==> config.mk <==
export PLATFORM = sky130hd
export DESIGN_NAME = display_bcd_converter
export DESIGN_NICKNAME = d
export VERILOG_FILES = /design/src/rtl/display_bcd_converter_pkg.sv /design/src/rtl/display_bcd_converter_bcd_digit_adjust.sv /design/src/rtl/display_bcd_converter.sv
export SDC_FILE = /design/constraint.sdc
export NUM_CORES = 1
export LEC_CHECK = 0
export ABC_AREA = 1
export BUFFER_PORTS_ARGS = -buffer_cell sky130_fd_sc_hd__buf_4
export CORE_ASPECT_RATIO = 0.8
export CORE_UTILIZATION = 60
export DETAILED_ROUTE_END_ITERATION = 12
export PLACE_DENSITY_LB_ADDON = 0.2
export SYNTH_ARGS = -nofsm -noshare
export SYNTH_HDL_FRONTEND = slang
export SYNTH_SLANG_ARGS = --single-unit
==> constraint.sdc <==
create_clock -name clock -period 3.6 [get_ports clock]
set_clock_uncertainty 0.15 [all_clocks]
set_input_delay 0.18 -clock clock [delete_from_list [all_inputs] [get_ports clock]]
set_output_delay 0.18 -clock clock [all_outputs]
set_load 0.01 [all_outputs]
==> src/rtl/display_bcd_converter_pkg.sv <==
// Shared definitions for the display binary-to-BCD converter.
package display_bcd_converter_pkg;

   // Converter FSM encoding.
   typedef enum logic [1:0] {
      ST_IDLE  = 2'd0,
      ST_SHIFT = 2'd1,
      ST_DONE  = 2'd2
   } state_e;

   // Double-dabble digit correction: digits >= 5 get +3 before each shift.
   localparam logic [3:0] BCD_ADJUST_THRESHOLD = 4'd5;
   localparam logic [3:0] BCD_ADJUST_ADD       = 4'd3;

   // RAM address whose writes drive the display (also used by the RAM decode).
   localparam int unsigned DISPLAY_ADDR = 4095;

endpackage

==> src/rtl/display_bcd_converter_bcd_digit_adjust.sv <==
// Single-digit double-dabble correction: adds 3 when the digit is >= 5.
module bcd_digit_adjust
   import display_bcd_converter_pkg::*;
(
   input  logic [3:0] digit_i,
   output logic [3:0] digit_o
);

   // Pre-shift correction so the doubled digit carries correctly into the next one.
   always_comb begin
      digit_o = digit_i;
      if (digit_i >= BCD_ADJUST_THRESHOLD) begin
         digit_o = digit_i + BCD_ADJUST_ADD;
      end
   end

endmodule

==> src/rtl/display_bcd_converter.sv <==
// Sequential binary-to-BCD converter (shift-add-3), one input bit per clock.
// Outputs hold the last completed conversion so the displays never flicker.
module display_bcd_converter
   import display_bcd_converter_pkg::*;
#(
   parameter int unsigned WIDTH      = 32,
   parameter int unsigned DIGITS     = 8,
   parameter int unsigned INT_DIGITS = 10
) (
   input  logic                clock,
   input  logic                reset_n,
   input  logic                wenable,
   input  logic [WIDTH-1:0]    wvalue,
   output logic [4*DIGITS-1:0] bcd,
   output logic                valid,
   output logic                busy,
   output logic                overflow
);

   localparam int unsigned CntW = $clog2(WIDTH + 1);
   localparam int unsigned AccW = 4 * INT_DIGITS;
   localparam logic [CntW-1:0] LastCnt = CntW'(WIDTH - 1);

   state_e              state_q, state_d;
   logic [WIDTH-1:0]    shift_q, shift_d;
   logic [AccW-1:0]     acc_q, acc_d;
   logic [AccW-1:0]     acc_adj;
   logic [CntW-1:0]     cnt_q, cnt_d;
   logic                pend_q, pend_d;
   logic [WIDTH-1:0]    pend_val_q, pend_val_d;
   logic [4*DIGITS-1:0] bcd_q, bcd_d;
   logic                valid_q, valid_d;
   logic                ovf_q, ovf_d;
   logic                acc_hi_nz;

   // One correction cell per internal digit.
   for (genvar i = 0; i < INT_DIGITS; i++) begin : g_adj
      bcd_digit_adjust u_adj (
         .digit_i (acc_q[4*i +: 4]),
         .digit_o (acc_adj[4*i +: 4])
      );
   end

   // Digits above the displayed range flag overflow.
   if (INT_DIGITS > DIGITS) begin : g_hi
      assign acc_hi_nz = |acc_q[AccW-1:4*DIGITS];
   end else begin : g_no_hi
      assign acc_hi_nz = 1'b0;
   end

   // Next-state logic: FSM, datapath and pending-write capture.
   always_comb begin
      state_d    = state_q;
      shift_d    = shift_q;
      acc_d      = acc_q;
      cnt_d      = cnt_q;
      pend_d     = pend_q;
      pend_val_d = pend_val_q;
      bcd_d      = bcd_q;
      valid_d    = valid_q;
      ovf_d      = ovf_q;

      // Writes during a conversion are parked; the last one wins.
      if (wenable && (state_q != ST_IDLE)) begin
         pend_d     = 1'b1;
         pend_val_d = wvalue;
      end

      unique case (state_q)
         ST_IDLE: begin
            if (wenable) begin
               shift_d = wvalue;
               acc_d   = '0;
               cnt_d   = '0;
               state_d = ST_SHIFT;
            end
         end
         ST_SHIFT: begin
            acc_d   = {acc_adj[AccW-2:0], shift_q[WIDTH-1]};
            shift_d = {shift_q[WIDTH-2:0], 1'b0};
            cnt_d   = cnt_q + CntW'(1);
            if (cnt_q == LastCnt) begin
               state_d = ST_DONE;
            end
         end
         ST_DONE: begin
            bcd_d   = acc_q[4*DIGITS-1:0];
            ovf_d   = acc_hi_nz;
            valid_d = 1'b1;
            // A write landing in this very cycle counts as pending too.
            if (wenable || pend_q) begin
               shift_d = wenable ? wvalue : pend_val_q;
               acc_d   = '0;
               cnt_d   = '0;
               pend_d  = 1'b0;
               state_d = ST_SHIFT;
            end else begin
               state_d = ST_IDLE;
            end
         end
         default: begin
            state_d = ST_IDLE;
         end
      endcase
   end

   // State registers with asynchronous clear.
   always_ff @(posedge clock or negedge reset_n) begin
      if (!reset_n) begin
         state_q    <= ST_IDLE;
         shift_q    <= '0;
         acc_q      <= '0;
         cnt_q      <= '0;
         pend_q     <= 1'b0;
         pend_val_q <= '0;
         bcd_q      <= '0;
         valid_q    <= 1'b0;
         ovf_q      <= 1'b0;
      end else begin
         state_q    <= state_d;
         shift_q    <= shift_d;
         acc_q      <= acc_d;
         cnt_q      <= cnt_d;
         pend_q     <= pend_d;
         pend_val_q <= pend_val_d;
         bcd_q      <= bcd_d;
         valid_q    <= valid_d;
         ovf_q      <= ovf_d;
      end
   end

   assign bcd      = bcd_q;
   assign valid    = valid_q;
   assign overflow = ovf_q;
   assign busy     = (state_q != ST_IDLE);

endmodule

==> impl_metrics.yaml <==
logic_synthesis:
  synth_cell_type_count: 26
  synth-xor-area-share_pct: 0.113
  synth_nets: 1086
  syn_area_sq_um: 7720
  synth-seq-cells: 147
  yosysWarnings: 0
  synth-simple-area-share_pct: 25.7
  syn_area_per_cell_sq_um: 7.54
  synth_largest_area_cell: "dfrtp_1"
  synthMuxAreaShare_pct: 0
  synth_top_family_by_area: "simple AND/OR/NAND/NOR gates"
  synth_cells: 1024
  synth_area_leaders: "dfrtp_1 (48%), nand2_1 (17%), o21ai_0 (9.5%)"
  ys_seq_area_share_pct: 47.6
  synthAdderAreaFrac_pct: 4.37
  synth-compound-area-share_pct: 14.1
  synth_top_area_share_pct: 47.6
sta:
  period_needed_ns: 2.78
  fin_crit_sh_pct: 77.2
  fin_ws_ns: 0.822
  slew_headroom_pct: 32.7
  hold_violations: 0
  drv_slew: 0
  worst_slew_pin_slew_ns: 1.01
  whs_ns: 0.186
  fmax_mhz: 360
  rsz0062_at_grt: "false"
  setup_viol: 0
  setup_tns_ns: 0
pwr:
  switching_share_pct: 40.4
  ir_worst_vdd_mv: 0.482
  fin_total_pwr_mw: 6.36
  power_leakage_nw: 4.73
  pwr-share-seq_pct: 36.1
  p_comb_share_pct: 37.8
  clkPwrFrac_pct: 26.1
  p_per_area_nw_per_um2: 693
  power_switching_mw: 2.57
  p_int_mw: 3.79
clock_network:
  htreeDepth: 4
  cts_tree: "yes"
  cts_buffers: 17
  clk_latency_ns: 0.42
  cts_setup_buffers: 0
  clockBufferDepth: 2
  numClockSinks: 147
  post_cts_resized: 0
  clk_pin_slew_ns: 0.06
  cts-root-buf: "clkbuf_16"
detailed_routing:
  via_per_inst: 5.31
  post_drt_wl_per_cell_um: 13.4
  ant_nets: 0
  route.detailed.drc: 0
  routed_wl_um: 17300
  first_pass_iters: 5
  drtIter0Drc: 559
  vias: 6848
worst_setup_path:
  critPathLaunchType: "flip-flop"
  cp.arrival_ns: 2.98
  slowest_stage: "nor2_8"
  cp_common_cell: "nand2_1"
  crit_family: "simple AND/OR/NAND/NOR gates"
  slowest_delay_ns: 0.58
  r2r_cells: 8
  crit_required_ns: 3.80
  path_cells: "inv_1, ha_1, inv_2, nand2_1, nand3_4, nor2_8, nand2_1, nand2_1"
  critPathKind: "reg -> reg"
  cp-end-kind: "flip-flop"
  worstSetupPathDepth: 8
  cp_num_buf_inv: 2
  path_max_fanout: 49
place:
  dp_cells: 1225
  port_buffers: 69
  gp_congestion: 0.820
  hpwl_um: 10100
  dp_slack_ns: 0.835
layout:
  fillers: 961
  fin_cells: 1290
  seq_area_sq_um: 3680
  nNetsFinal: 1168
  multi_input_area_sq_um: 3420
  diodes: 0
  area_delta_synth_final_pct: 18.8
  drive_gt1_share_pct: 11.7
status:
  status: "finished clean"
run:
  maxCapViolCount: 0
global_route:
  antenna_found_initial: 0
  grt_use_total_pct: 27.9
  overflow: 0
  grt_start_max_net_pins: 79
  first_global_vias: 6414
  grt_pass1_wl_um: 29200
die:
  die-height_um: 103
  ioPinCount: 70
  coreArea_sq_um: 12300
  rows: 36
  start_util_pct: 62.6
  die_x_um: 129
  die_area_sq_um: 13300
hold_path:
  min_path_type: "in -> async"
==> synthesized netlist by cell type (all sizes together) <==
cell	number
a21oi	35
buf	21
clkbuf	27
dfrtp	147
ha	27
inv	105
nand2	360
nand3	64
nand3b	2
nand4	6
nor2	51
nor3	2
o21ai	172
o21bai	1
o22ai	1
or2	2
xnor2	1
==> cells by family (layout without fill, tap and decap cells) <==
kind of cell	count (synthesis)	count (layout)
AO/OA/AOI/OAI	209	209
adder cells (fa/ha/maj)	27	27
AND/OR/NAND/NOR	487	487
buffers and inverters	153	248
flip-flops	147	147
XOR/XNOR	1	1
==> worst reg2reg max path: stages (launching register included) <==
cell	delay, ns
dfrtp_1	0.41
inv_1	0.11
ha_1	0.50
inv_2	0.08
nand2_1	0.16
nand3_4	0.51
nor2_8	0.59
nand2_1	0.14
nand2_1	0.08
==> metrics by stage <==
stage | util [%] | cell area [sq um]
floorplan | - | 7720
CTS | 74.3 | 9180
global placement | 67.2 | 8290
detailed placement | 67.2 | 8290
finish | 74.3 | 9180
global route | 74.3 | 9180
==> layer usage <==
metal  GRT usage (%)  wire length [um]  up-vias
li1                -                 -     3434
met1            35.8              7790     3189
met2            49.6              8490      202
met3            4.37               859       23
met4            7.60               197        0
met5               0                 0        -
==> layout make-up <==
| class | count | area share, % |
|---|---|---|
| flip-flops and latches | 147 | 40.1 |
| well taps | 171 | 2.33 |
| inverters | 105 | 4.30 |
| multi-input cells | 724 | 37.2 |
| clock buffers | 19 | 4.83 |
| repair buffers | 111 | 10.0 |
| clock inverters | 13 | 1.20 |
==> repair_timing <==
action / in CTS / in global routing
hold buffers: 33 / 0
setup endpoints to repair: 0 / 0
hold endpoints to repair: 138 / 0
==> power by group through the flow <==
stage | sequential [mW] | clock [mW] | combinational (mW)
after floorplan | 2.27 | 0 | 1.90
after CTS | 2.29 | 1.67 | 2.40
after global routing | 2.34 | 1.74 | 2.74
final | 2.30 | 1.66 | 2.40
after global placement | 2.30 | 0 | 2.30
after detailed placement | 2.31 | 0 | 2.36
==> cell usage in the layout, fill, tap and decap left out, types with 2 or more instances in the layout <==
cell type      Yosys  layout
a21oi_1           35      35
nand2_1          357     357
o21ai_0          146     146
ha_1              27      27
nand4_1            6       6
clkinvlp_4         0       5
nand3_1           63      63
nand2_2            3       3
o21ai_1           16      16
dfrtp_1          147     147
nand3b_1           2       2
nor3_1             2       2
or2_2              2       2
clkinv_2           0       5
clkbuf_16          0      17
nor2_1            49      49
buf_4              4      77
inv_2              4       4
o21ai_2           10      10
dlygate4sd3_1      0      33
inv_1            101     101
==> state kept, by name, indices dropped and copies added (netlist names) <==
signal	count
acc_q	40
bcd	32
pend_val_q	32
shift_q	32
cnt_q	6
state_q	2
overflow	1
pend_q	1
valid	1
==> worst paths after layout <==
check / endpoint / slack (ns) / startpoint
worst max-delay path: acc_q[21]$_DFFE_PN0P_ / 0.82 / state_q[0]$_DFFE_PN0P_
worst min-delay path: bcd[2]$_DFFE_PN0P_ / 0.19 / reset_n
worst max register to register: acc_q[21]$_DFFE_PN0P_ / 0.82 / state_q[0]$_DFFE_PN0P_
worst min register to register: bcd[30]$_DFFE_PN0P_ / 0.32 / bcd[30]$_DFFE_PN0P_
max in group asynchronous: pend_val_q[9]$_DFFE_PN0P_ / 2.26 / reset_n
min in group clock: shift_q[14]$_DFFE_PN0P_ / 0.24 / wenable
Power figures use the tool's default switching activity.
